### src/rtl/spi_master_engine.sv
// Single-word SPI master: takes a parallel word over valid/ready and runs one
// chip-select framed transfer in any CPOL/CPHA mode, returning the received word.
module spi_master_engine #(
   parameter int DATA_WIDTH    = 32,
   parameter int DIVIDER_WIDTH = 16
) (
   input  logic                     clock,
   input  logic                     reset_n,
   input  logic                     clock_polarity,
   input  logic                     clock_phase,
   input  logic [DIVIDER_WIDTH-1:0] divider,
   input  logic [DATA_WIDTH-1:0]    transmit_data,
   input  logic                     transmit_valid,
   output logic                     transmit_ready,
   output logic [DATA_WIDTH-1:0]    receive_data,
   output logic                     receive_valid,
   output logic                     busy,
   output logic                     chip_select,
   output logic                     serial_clock,
   output logic                     serial_out,
   input  logic                     serial_in
);

   localparam int EDGE_WIDTH = $clog2(2 * DATA_WIDTH) + 1;
   localparam logic [EDGE_WIDTH-1:0] LAST_EDGE = EDGE_WIDTH'(2 * DATA_WIDTH);

   typedef enum logic [1:0] {IDLE, SETUP, SHIFT, HOLD} state_t;

   state_t                   state;
   state_t                   state_next;
   logic                     cpha_q;
   logic [DIVIDER_WIDTH-1:0] half_period_q;
   logic [DIVIDER_WIDTH-1:0] div_count;
   logic [EDGE_WIDTH-1:0]    edge_count;
   logic [DATA_WIDTH-1:0]    tx_shift;
   logic [DATA_WIDTH-1:0]    rx_shift;

   logic                     accept;
   logic                     tick;
   logic                     shift_tick;
   logic                     sample_edge;
   logic                     launch_edge;
   logic [EDGE_WIDTH-1:0]    edge_next;
   logic [DIVIDER_WIDTH-1:0] divider_eff;

   // Every tick is one scheduled event: a serial_clock edge while framing, the CS rise in HOLD
   always_comb begin
      divider_eff = (divider == '0) ? DIVIDER_WIDTH'(1) : divider;
      accept      = (state == IDLE) && transmit_valid && transmit_ready;
      tick        = (state != IDLE) && (div_count == '0);
      shift_tick  = tick && ((state == SETUP) || (state == SHIFT));
      edge_next   = edge_count + EDGE_WIDTH'(1);
      sample_edge = shift_tick && (edge_next[0] ^ cpha_q);
      launch_edge = shift_tick && !(edge_next[0] ^ cpha_q) && (edge_next != LAST_EDGE);
   end

   always_comb begin
      state_next = state;
      case (state)
         IDLE:    if (accept) state_next = SETUP;
         SETUP:   if (tick) state_next = SHIFT;
         SHIFT:   if (tick && (edge_next == LAST_EDGE)) state_next = HOLD;
         HOLD:    if (tick) state_next = IDLE;
         default: state_next = IDLE;
      endcase
   end

   always_ff @(posedge clock or negedge reset_n) begin
      if (!reset_n) state <= IDLE;
      else          state <= state_next;
   end

   always_ff @(posedge clock or negedge reset_n) begin
      if (!reset_n) begin
         transmit_ready <= 1'b0;
         receive_data   <= '0;
         receive_valid  <= 1'b0;
         busy           <= 1'b0;
         chip_select    <= 1'b1;
         serial_clock   <= 1'b0;
         serial_out     <= 1'b0;
         cpha_q         <= 1'b0;
         half_period_q  <= '0;
         div_count      <= '0;
         edge_count     <= '0;
         tx_shift       <= '0;
         rx_shift       <= '0;
      end else begin
         receive_valid <= 1'b0;
         if (state == IDLE) begin
            transmit_ready <= !accept;
            busy           <= accept;
            serial_clock   <= clock_polarity;
            if (accept) begin
               cpha_q        <= clock_phase;
               half_period_q <= divider_eff;
               div_count     <= divider_eff - DIVIDER_WIDTH'(1);
               edge_count    <= '0;
               chip_select   <= 1'b0;
               rx_shift      <= '0;
               // CPHA=0 must present the MSB before the first (sampling) edge
               if (!clock_phase) begin
                  serial_out <= transmit_data[DATA_WIDTH-1];
                  tx_shift   <= transmit_data << 1;
               end else begin
                  tx_shift   <= transmit_data;
               end
            end
         end else begin
            div_count <= tick ? (half_period_q - DIVIDER_WIDTH'(1))
                              : (div_count - DIVIDER_WIDTH'(1));
            if (shift_tick) begin
               serial_clock <= ~serial_clock;
               edge_count   <= edge_next;
            end
            if (sample_edge) rx_shift <= {rx_shift[DATA_WIDTH-2:0], serial_in};
            if (launch_edge) begin
               serial_out <= tx_shift[DATA_WIDTH-1];
               tx_shift   <= tx_shift << 1;
            end
            if (tick && (state == HOLD)) begin
               chip_select   <= 1'b1;
               receive_data  <= rx_shift;
               receive_valid <= 1'b1;
            end
         end
      end
   end

endmodule
### config.mk
export PLATFORM = sky130hd
export DESIGN_NAME = spi_master_engine
export DESIGN_NICKNAME = d
export VERILOG_FILES = /design/src/rtl/spi_master_engine.sv
export SDC_FILE = /design/constraint.sdc
export NUM_CORES = 1
export LEC_CHECK = 0
export CORE_MARGIN = 5
export CORE_UTILIZATION = 35
export DETAILED_ROUTE_END_ITERATION = 10
export DONT_BUFFER_PORTS = 1
export SYNTH_ARGS = -nofsm -noshare
export SYNTH_HDL_FRONTEND = slang
export SYNTH_SLANG_ARGS = --single-unit
### constraint.sdc
create_clock -name clock -period 3.1 [get_ports clock]
set_input_delay 0.62 -clock clock [delete_from_list [all_inputs] [get_ports clock]]
set_output_delay 0.62 -clock clock [all_outputs]
set_load 0.02 [all_outputs]
==> results.toml, run 1 <==
[grt]
grt.overflow.total = 0
grt_max_degree = 145
grt_antenna_before_repair = 0
grt_pass1_wl_um = 27390
gr-usage-all-layers = 0.1435
grt_pass1_vias = 5132

[worst_hold_path]
holdCritPathClass = "in -> async"

[run]
drv_cap = 0

[clock_network]
numCtsBuffers = 17
cts.sinks = 144
clk_latency_ns = 0.43
cts_htree_levels = 4
root_buffer = "clkbuf_16"
ctsResizeCount = 0
postCtsSetupBuffers = 0
cts_tree = "built"
clkTransAtPathRegs_ns = 0.06
clockBufferDepth = 2

[cells_and_area]
final_cell_mix = "nand2_1, dfrtp_1, o21ai_0, nor2_1, a21oi_1"
multi_input_area_mm2 = 0.003268
final_cells = 1036
seqCellArea_mm2 = 0.003605
diodes = 0
drive_above_1_share = 0.1332
area_growth_pct = 12.29
mostFrequentLayoutCell = "nand2_1"
final_nets = 814
fill_cells = 2010

[sta]
skew_ns = 0.01210
grt_setup_unrepaired = "no"
max-slew-margin-rel = 0.2247
hold_violations = 143
setup_viol_count_final = 0
hold_ws_ns = -0.1099
worst_slack_ns = 0.2458
max_freq_ghz = 0.3504
drv_slew = 0
setup-tns-final_ns = 0
worstMarginPinSlew_ns = 1.160
period_minus_slack_ns = 2.854
fin_crit_sh = 0.9207

[yosys]
synth_async_sr_flop_share = 1.000
syn_nets = 821
synth.ff_latch_count = 144
synth-edff-count = 0
synth_cells = 760
yosys_warnings = 0
yosysSeqAreaShare = 0.5108
synth_cell_types = 59
yosys.area.top_type_share = 0.5071
postSynthAreaPerCell_um2 = 9.285
synthTopCellsByArea = "dfrtp_1, nand2_1, o21ai_0"
synth_area_mm2 = 0.007057
synth_top_cell_by_area = "dfrtp_1"
synth_ff_type = "dfrtp_1"

[critical_path]
r2r_setup_slack_ns = 0.25
r2r_start = "state[0]$_DFFE_PN0P_"
worstRegToRegCells = 13
arrival_ns = 3.17
crit_path_start_kind = "flip-flop"
rr_endpoint = "div_count[14]$_DFFE_PN0P_"
crit_path_end_kind = "flip-flop"
worstPathRequired_ns = 3.41
critPathKind = "reg -> reg"
crit_path_max_fanout = 5

[placement]
gp_congestion = 0.8282
numPortBuffers = 0
hpwl_um = 10630
place_worst_setup_slack_ns = 0.2917
dpl.cell_count = 1004

[pwr]
power.switching_mw = 2.628
pwr-share-clk = 0.272
pwr-share-comb = 0.326
pwr_density_cell_mw_per_mm2 = 875.9
p_leak_nw = 3.552
swShare = 0.3787
power_frac_seq = 0.402
cellInternalPower_mw = 4.313
vdd_drop_max_uv = 345.8

[routing]
route.detailed.drc = 0
via_per_inst = 5.055
wl_per_cell_um = 15.68
dr.first_iter.drc_count = 312
firstDrtPassIters = 4
num_vias = 5237
routed_wl_um = 16250
final_antenna_net_count = 0

[floorplanning]
boundaryPins = 92
core_area_mm2 = 0.02004
start_util = 0.3521
fp.dieH_um = 152.0
num_rows = 52
dieArea_mm2 = 0.02310
fp.dieW_um = 152.0

[status]
outcome = "finished, violations left"
violations = "negative hold slack"
sequential cells by signal, summed over array words and instances, names as in the netlist:
signal / flops
transmit_ready: 1
cpha_q: 1
serial_clock: 1
edge_count: 7
serial_out: 1
tx_shift: 32
receive_data: 32
half_period_q: 16
state: 2
chip_select: 1
rx_shift: 32
div_count: 16
receive_valid: 1
busy: 1
synthesized netlist by cell type, types with 3 or more instances:
master / number
nand2_1: 174
dfrtp_1: 143
o21ai_0: 86
nor2_1: 66
a21oi_1: 50
mux2_2: 35
mux2i_1: 35
clkbuf_1: 30
nand3_1: 9
buf_2: 8
nor4_1: 8
ha_1: 7
and3_1: 6
buf_1: 6
nand4_1: 6
a211oi_1: 5
a31oi_1: 5
inv_1: 5
nor3_1: 5
xnor2_1: 5
a211o_1: 4
o211ai_1: 4
xor2_1: 4
nor3b_1: 3
o22a_1: 3
o31ai_1: 3
or3_1: 3
critical path, cell delays in order, from the launching register on:
cell      delay (ns)
dfrtp_1         0.41
inv_1           0.10
ha_2            0.21
nor4_1          0.07
nand4_1         0.13
nor2_2          0.09
buf_4           0.16
a21oi_1         0.17
ha_1            0.24
o211ai_1        0.13
or2_2           0.36
or4_4           0.43
xnor2_1         0.16
o21ai_1         0.07
how the worst max path moves through the flow:
| stage | from | to | slack [ns] | depth (start not counted) |
|---|---|---|---|---|
| floorplan | state[0]$_DFFE_PN0P_ | div_count[14]$_DFFE_PN0P_ | 0.02 | 15 |
| global placement | divider[1] | div_count[8]$_DFFE_PN0P_ | 0.21 | 10 |
| detailed placement | divider[10] | div_count[14]$_DFFE_PN0P_ | 0.29 | 11 |
| CTS | state[1]$_DFFE_PN0P_ | div_count[14]$_DFFE_PN0P_ | 0.28 | 13 |
| global route | edge_count[0]$_DFFE_PN0P_ | tx_shift[7]$_DFFE_PN0P_ | 0.03 | 8 |
| finish | state[0]$_DFFE_PN0P_ | div_count[14]$_DFFE_PN0P_ | 0.25 | 13 |
stage by stage:
| step | util | area [um^2] | hold WS [ns] | total power [mW] |
|---|---|---|---|---|
| final | 0.3954 | 7924 | -0.1099 | 6.941 |
| after global routing | 0.3954 | 7924 | -0.1416 | 7.467 |
| after global placement | 0.3688 | 7390 | 0.3292 | 5.061 |
| after detailed placement | 0.3688 | 7390 | 0.3308 | 5.091 |
| after CTS | 0.3954 | 7924 | -0.1359 | 7.020 |
| after floorplan | - | 7062 | 0.3244 | 4.514 |
power groups by stage:
stage,combinational (mW),sequential (mW),clock (mW)
2_1_floorplan,1.82,2.69,0
3_3_place_gp,2.25,2.81,0
3_5_place_dp,2.28,2.81,0
4_1_cts,2.28,2.79,1.95
5_1_grt,2.58,2.86,2.03
6_report,2.26,2.79,1.89
per-layer routing:
metal / vias to the layer above / GRT usage / part of all wire
li1: 2625 / - / -
met2: 110 / 0.2235 / 0.47
met5: - / 0 / 0
met1: 2481 / 0.1862 / 0.45
met3: 21 / 0.05432 / 0.063
met4: 0 / 0.04452 / 0.015
kinds of logic after synthesis:
logic type      count (synthesis)  synth area share
flops                         144            0.5108
fa+ha+maj                       7           0.01241
xor+xnor                        9           0.01117
compound gates                184            0.1505
mux                            71            0.1076
buf+inv                        51           0.02961
simple gates                  294            0.1778
cell type report:
type                    instances  area share
flip-flops and latches        144      0.4549
multi-input cells             565      0.4124
clock buffers                  19     0.05463
well taps                     270     0.04263
repair buffers                 19     0.01958
clock inverters                13     0.01279
inverters                       6    0.003000
Note: power is estimated with default switching activity, not from simulation.
==> inputs of run 2 (changes only) <==
- CORE_MARGIN: 5 -> 1.5
==> run 2 against run 1 <==
  * The run still ends with negative hold slack left
  * Cell area grew 0.38%
  * Critical endpoint unchanged
  * Clock power grew 5%
  * Flip-flop and latch count is the same
  * Critical path depth is the same
  * Combinational power is essentially flat
  * Via count shrank 0.29%
  * Clock skew shrank 0.0013 ns
  * Wire length shrank 4.4%
  * Largest cell class unchanged
  * Non-clock buffer count shrank 1
  * Global-route usage grew 1.3 points
  * First-iteration DRC count grew 2.2%
  * Power grew 0.93%
==> results.toml, run 2 (synthesis results as in run 1) <==
[status]
outcome = "finished, violations left"
violations = "negative hold slack"

[critical_path]
path_cells = "inv_1 > ha_2 > nor4_1 > nand4_1 > nor2_2 > buf_4 > a21oi_1 > ha_2 > o211ai_1 > or2_4 > or4_4 > xnor2_1 > o21ai_1"
worstPathRequired_ns = 3.38
crit_path_end_kind = "flip-flop"
worstRegToRegCells = 13
critPathMaxStageDelay_ns = 0.42
critical_path.startpoint = "state[0]$_DFFE_PN0P_"
rr_endpoint = "div_count[14]$_DFFE_PN0P_"
crit_path_max_fanout = 6
crit_end = "div_count[14]$_DFFE_PN0P_"
r2r_start = "state[0]$_DFFE_PN0P_"
crit_path_start_kind = "flip-flop"
arrival_ns = 3.13
cp_slowest_cell = "or4_4"
worst_path_most_repeated_cell = "ha_2"
critPathKind = "reg -> reg"
r2r_setup_slack_ns = 0.24

[clock_network]
clk_latency_ns = 0.42
cts_tree = "built"
numCtsBuffers = 17
postCtsSetupBuffers = 0
cts_htree_levels = 4
clockBufferDepth = 2
root_buffer = "clkbuf_16"
cts.sinks = 144
clkTransAtPathRegs_ns = 0.06

[routing]
routed_wl_um = 15530
final_antenna_net_count = 0
via_per_inst = 5.070
num_vias = 5222
route.detailed.drc = 0
wl_per_cell_um = 15.08
firstDrtPassIters = 5
dr.first_iter.drc_count = 319

[floorplanning]
core_area_mm2 = 0.01959
fp.dieH_um = 145.0
dieArea_mm2 = 0.02102
boundaryPins = 92
num_rows = 51
start_util = 0.3602
fp.dieW_um = 145.0

[grt]
grt.overflow.total = 0
grt_antenna_before_repair = 0
grt_pass1_vias = 5154
gr-usage-all-layers = 0.1564
grt_max_degree = 145
grt_pass1_wl_um = 26600

[placement]
gp_congestion = 0.8210
hpwl_um = 10260
dpl.cell_count = 998
numPortBuffers = 0
place_area_mm2 = 0.007376
place_worst_setup_slack_ns = 0.1585

[cells_and_area]
final_cell_mix = "nand2_1, dfrtp_1, o21ai_0, nor2_1, a21oi_1"
post-route-util = 0.4060
area_growth_pct = 12.71
mostFrequentLayoutCell = "nand2_1"
final_nets = 813
fill_cells = 1921
final_cells = 1030
drive_above_1_share = 0.1373
diodes = 0
reg_top3 = "receive_data: 32 flops, rx_shift: 32 flops, tx_shift: 32 flops"
fin_area_mm2 = 0.007954

[sta]
max_freq_ghz = 0.3503
period_minus_slack_ns = 2.855
drv_slew = 0
worst_slack_ns = 0.2450
hold_violations = 143
max-slew-margin-rel = 0.2261
fin_crit_sh = 0.9210
setup_viol_count_final = 0
worstMarginPinSlew_ns = 1.158
setup-tns-final_ns = 0
skew_ns = 0.01079
grt_setup_unrepaired = "no"
hold_ws_ns = -0.1049

[worst_hold_path]
holdCritPathClass = "in -> async"

[pwr]
pwr_density_cell_mw_per_mm2 = 880.7
vdd_drop_max_uv = 466.5
p_leak_nw = 3.578
power.total_mw = 7.005

[run]
drv_cap = 0
==> run 2: cell types whose count changed in the layout (fill, tap and decap cells not counted), moves of 2 or more <==
cell,previous run,this run
clkbuf_1,2,0
clkinv_4,1,6
clkinvlp_4,4,1
inv_6,6,3
==> run 2: cell type report <==
| class | count | area, um^2 | share of cell area |
|---|---|---|---|
| Clock inverter | 14 | 131.4 | 0.01652 |
| Tap cell | 265 | 331.6 | 0.04169 |
| Inverter | 6 | 23.77 | 0.002989 |
| Timing Repair Buffer | 18 | 147.6 | 0.01856 |
| Clock buffer | 18 | 439.2 | 0.05521 |
| Sequential cell | 144 | 3605 | 0.4532 |
| Multi-Input combinational cell | 565 | 3276 | 0.4118 |
==> run 2: repair_timing <==
action                                  CTS  global route
endpoints found under the setup margin    0             2
gates resized for setup                   0             3
endpoints found under the hold margin   143           143
==> run 2: metal layers <==
layer	routed length, um	track usage
met1	7211	0.2046
met2	7233	0.2450
met3	828	0.04591
met4	260	0.05773
met5	0	0
==> run 2: worst min-delay path by stage <==
| stage | from | endpoint | slack [ns] | cells after the start |
|---|---|---|---|---|
| 6_report | reset_n | receive_data[6]$_DFFE_PN0P_ | -0.10 | 0 |
| 2_1_floorplan | reset_n | busy$_DFFE_PN0P_ | 0.32 | 0 |
| 3_5_place_dp | reset_n | receive_data[5]$_DFFE_PN0P_ | 0.33 | 0 |
| 4_1_cts | reset_n | receive_data[12]$_DFFE_PN0P_ | -0.12 | 0 |
| 5_1_grt | reset_n | receive_data[3]$_DFFE_PN0P_ | -0.13 | 0 |
| 3_3_place_gp | reset_n | receive_data[6]$_DFFE_PN0P_ | 0.33 | 0 |
==> run 2: power by group <==
part	internal, mW	switching, mW
Combinational	0.891	1.35
Clock	1.13	0.846
Sequential	2.37	0.418
Total	4.40	2.61
==> run 2: worst max-delay path, delay by kind of cell (launching register included) <==
kind | cells | cell delay, ns
XOR/XNOR | 1 | 0.15
flip-flops | 1 | 0.41
buffers and inverters | 2 | 0.26
adder cells (fa/ha/maj) | 2 | 0.46
AND/OR/NAND/NOR | 5 | 1.01
AO/OA/AOI/OAI | 3 | 0.43
==> inputs of run 3 (changes only) <==
- ABC_AREA: default -> 1
==> run 3 against run 2 <==
  * The flow still finishes with violations (negative hold slack)
  * Die area rose by 0.41%
  * Synthesized cell count rose by 16%
  * Final cell count rose by 11%
  * Clock-buffer cell count rose by 3
  * Clock skew rose by 0.0018 ns
  * Critical path depth rose by 1
  * Cell area barely moved
  * First-iteration DRC count rose by 15%
  * Highest routed layer unchanged
==> results.toml, run 3 <==
[status]
outcome = "finished, violations left"
violations = "negative hold slack"

[critical_path]
critPathKind = "reg -> reg"
arrival_ns = 2.80
cp_slowest_cell = "dfrtp_1"
critPathMaxStageDelay_ns = 0.38
crit_path_end_kind = "flip-flop"
path_delay_family = "simple AND/OR/NAND/NOR gates"
crit_path_max_fanout = 16
worst_path_most_repeated_cell = "nand3_1"
cp.buffers_inverters = 3
crit_path_start_kind = "flip-flop"
worstPathRequired_ns = 3.44
path_cells = "inv_1 > ha_2 > inv_2 > nand3b_2 > nor2_4 > nand3_1 > nand3_1 > o21ai_0 > ha_1 > nand3_1 > inv_1 > nand2_1 > nand3_1 > a31oi_1"

[grt]
grt_max_degree = 145
grt_antenna_before_repair = 0
grt.overflow.total = 0
grt_pass1_vias = 5429
gr-usage-all-layers = 0.1633
grt_pass1_wl_um = 27790

[floorplanning]
num_rows = 51
start_util = 0.3606
fp.dieH_um = 145.3
core_area_mm2 = 0.01965
dieArea_mm2 = 0.02111
fp.dieW_um = 145.3
boundaryPins = 92

[placement]
gp_congestion = 0.8153
place_area_mm2 = 0.007316
dpl.cell_count = 1111
hpwl_um = 10690
numPortBuffers = 0
place_worst_setup_slack_ns = 0.6451

[yosys]
synth-edff-count = 0
synth_cell_types = 36
synth_async_sr_flop_share = 1.000
synth_top_cell_by_area = "dfrtp_1"
yosys.area.top_type_share = 0.5049
synth.ff_latch_count = 144
synthTopCellsByArea = "dfrtp_1, nand2_1, o21ai_0"
postSynthAreaPerCell_um2 = 8.044
synth_ff_type = "dfrtp_1"
yosysMostFrequentCell = "nand2_1"
synth_cells = 881
yosys_warnings = 0
synth_area_mm2 = 0.007087
synthTopCellsByCount = "nand2_1, dfrtp_1, o21ai_0"
syn_nets = 942
yosysSeqAreaShare = 0.5087

[clock_network]
clockBufferDepth = 2
postCtsSetupBuffers = 0
clk_latency_ns = 0.43
cts.sinks = 144
numCtsBuffers = 17
cts_tree = "built"
ctsResizeCount = 0
root_buffer = "clkbuf_16"
cts_htree_levels = 4
clkTransAtPathRegs_ns = 0.06

[cells_and_area]
fin_area_mm2 = 0.007956
final_nets = 926
final_cell_mix = "nand2_1, dfrtp_1, o21ai_0, inv_1, nand3_1"
final_cells = 1143
area_growth_pct = 12.27
drive_above_1_share = 0.07289
diodes = 0
mostFrequentLayoutCell = "nand2_1"
reg_top3 = "receive_data: 32 flops, rx_shift: 32 flops, tx_shift: 32 flops"

[sta]
skew_ns = 0.01263
hold_ws_ns = -0.1033
hold_violations = 143
fin_crit_sh = 0.7956
drv_slew = 0
max-slew-margin-rel = 0.5395
grt_setup_unrepaired = "no"
worstMarginPinSlew_ns = 0.6900
period_minus_slack_ns = 2.466
max_freq_ghz = 0.4054
worst_slack_ns = 0.6335
setup-tns-final_ns = 0
setup_viol_count_final = 0

[worst_hold_path]
holdCritPathClass = "in -> async"

[pwr]
pwr-share-clk = 0.538
power.switching_mw = 0.8399
power_frac_seq = 0.456
vdd_drop_max_uv = 311.2
pwr-share-comb = 0.006
cellInternalPower_mw = 3.284
p_leak_nw = 3.583
pwr_density_cell_mw_per_mm2 = 518.3
power.total_mw = 4.124
swShare = 0.2037

[routing]
top_layer = "met4"
route.detailed.drc = 0
final_antenna_net_count = 0
dr.first_iter.drc_count = 367
num_vias = 5636
wl_met3_um = 1113
wl_per_cell_um = 14.27
wl_met2_um = 7222
routed_wl_um = 16310
m1WireLength_um = 7822
via_per_inst = 4.931
firstDrtPassIters = 5

[run]
drv_cap = 0
[run 3: cell count changes in the layout (fill, tap and decap cells not counted), moves of 34 or more]
cell     delta
mux2_2     -35
a21oi_1    -42
mux2i_1    -35
inv_1     +113
nand3_1   +100
o21ai_0    +34
[run 3: final timing paths]
path                                                end                       from  cells past startpoint  slack (ns)
hold reg to reg               div_count[11]$_DFFE_PN0P_  div_count[11]$_DFFE_PN0P_                      2        0.48
hold / removal             half_period_q[2]$_DFFE_PN0P_                    reset_n                      0       -0.10
min in group clock             serial_clock$_DFFE_PN0P_             clock_polarity                      2        0.35
setup / recovery               div_count[8]$_DFFE_PN0P_       state[0]$_DFFE_PN0P_                     14        0.63
max in group asynchronous       chip_select$_DFFE_PN1P_                    reset_n                      0        2.79
setup reg to reg               div_count[8]$_DFFE_PN0P_       state[0]$_DFFE_PN0P_                     14        0.63
[run 3: power by group through the flow]
| stage | Combinational, mW | Sequential, mW | Clock, mW |
|---|---|---|---|
| CTS | 0.0237 | 1.88 | 2.28 |
| detailed placement | 0.0235 | 1.91 | 0 |
| floorplan | 0.0146 | 1.91 | 0 |
| finish | 0.0235 | 1.88 | 2.22 |
| global route | 0.0262 | 1.88 | 2.36 |
| global placement | 0.0237 | 1.91 | 0 |
[run 3: metal layers]
| metal | track usage | vias up |
|---|---|---|
| met5 | 0 | - |
| met4 | 0.04286 | 0 |
| met3 | 0.06006 | 12 |
| met2 | 0.2433 | 123 |
| met1 | 0.2233 | 2668 |
| li1 | - | 2833 |
[run 3: stage by stage]
step | util | hold slack (ns)
6_report | 0.4048 | -0.1033
5_1_grt | 0.4048 | -0.1325
4_1_cts | 0.4048 | -0.1282
3_5_place_dp | 0.3722 | 0.3297
3_3_place_gp | 0.3722 | 0.3309
2_1_floorplan | - | 0.3244
[run 3: area by class of cell]
| type | count | area [um^2] |
|---|---|---|
| Fill cell | 2037 | 11700 |
| Sequential cell | 144 | 3605 |
| Multi-Input combinational cell | 566 | 2795 |
| Inverter | 123 | 461.7 |
| Clock buffer | 21 | 460.4 |
| Tap cell | 265 | 331.6 |
| Clock inverter | 11 | 180.2 |
| Timing Repair Buffer | 13 | 122.6 |
[run 3: cell families (layout without fill, tap and decap cells)]
family,count (synthesis),after routing,synth area share
compound gates,180,180,0.1432
xor+xnor,8,8,0.009887
simple gates,371,371,0.2286
buf+inv,171,168,0.09728
flops,144,144,0.5087
fa+ha+maj,7,7,0.01236
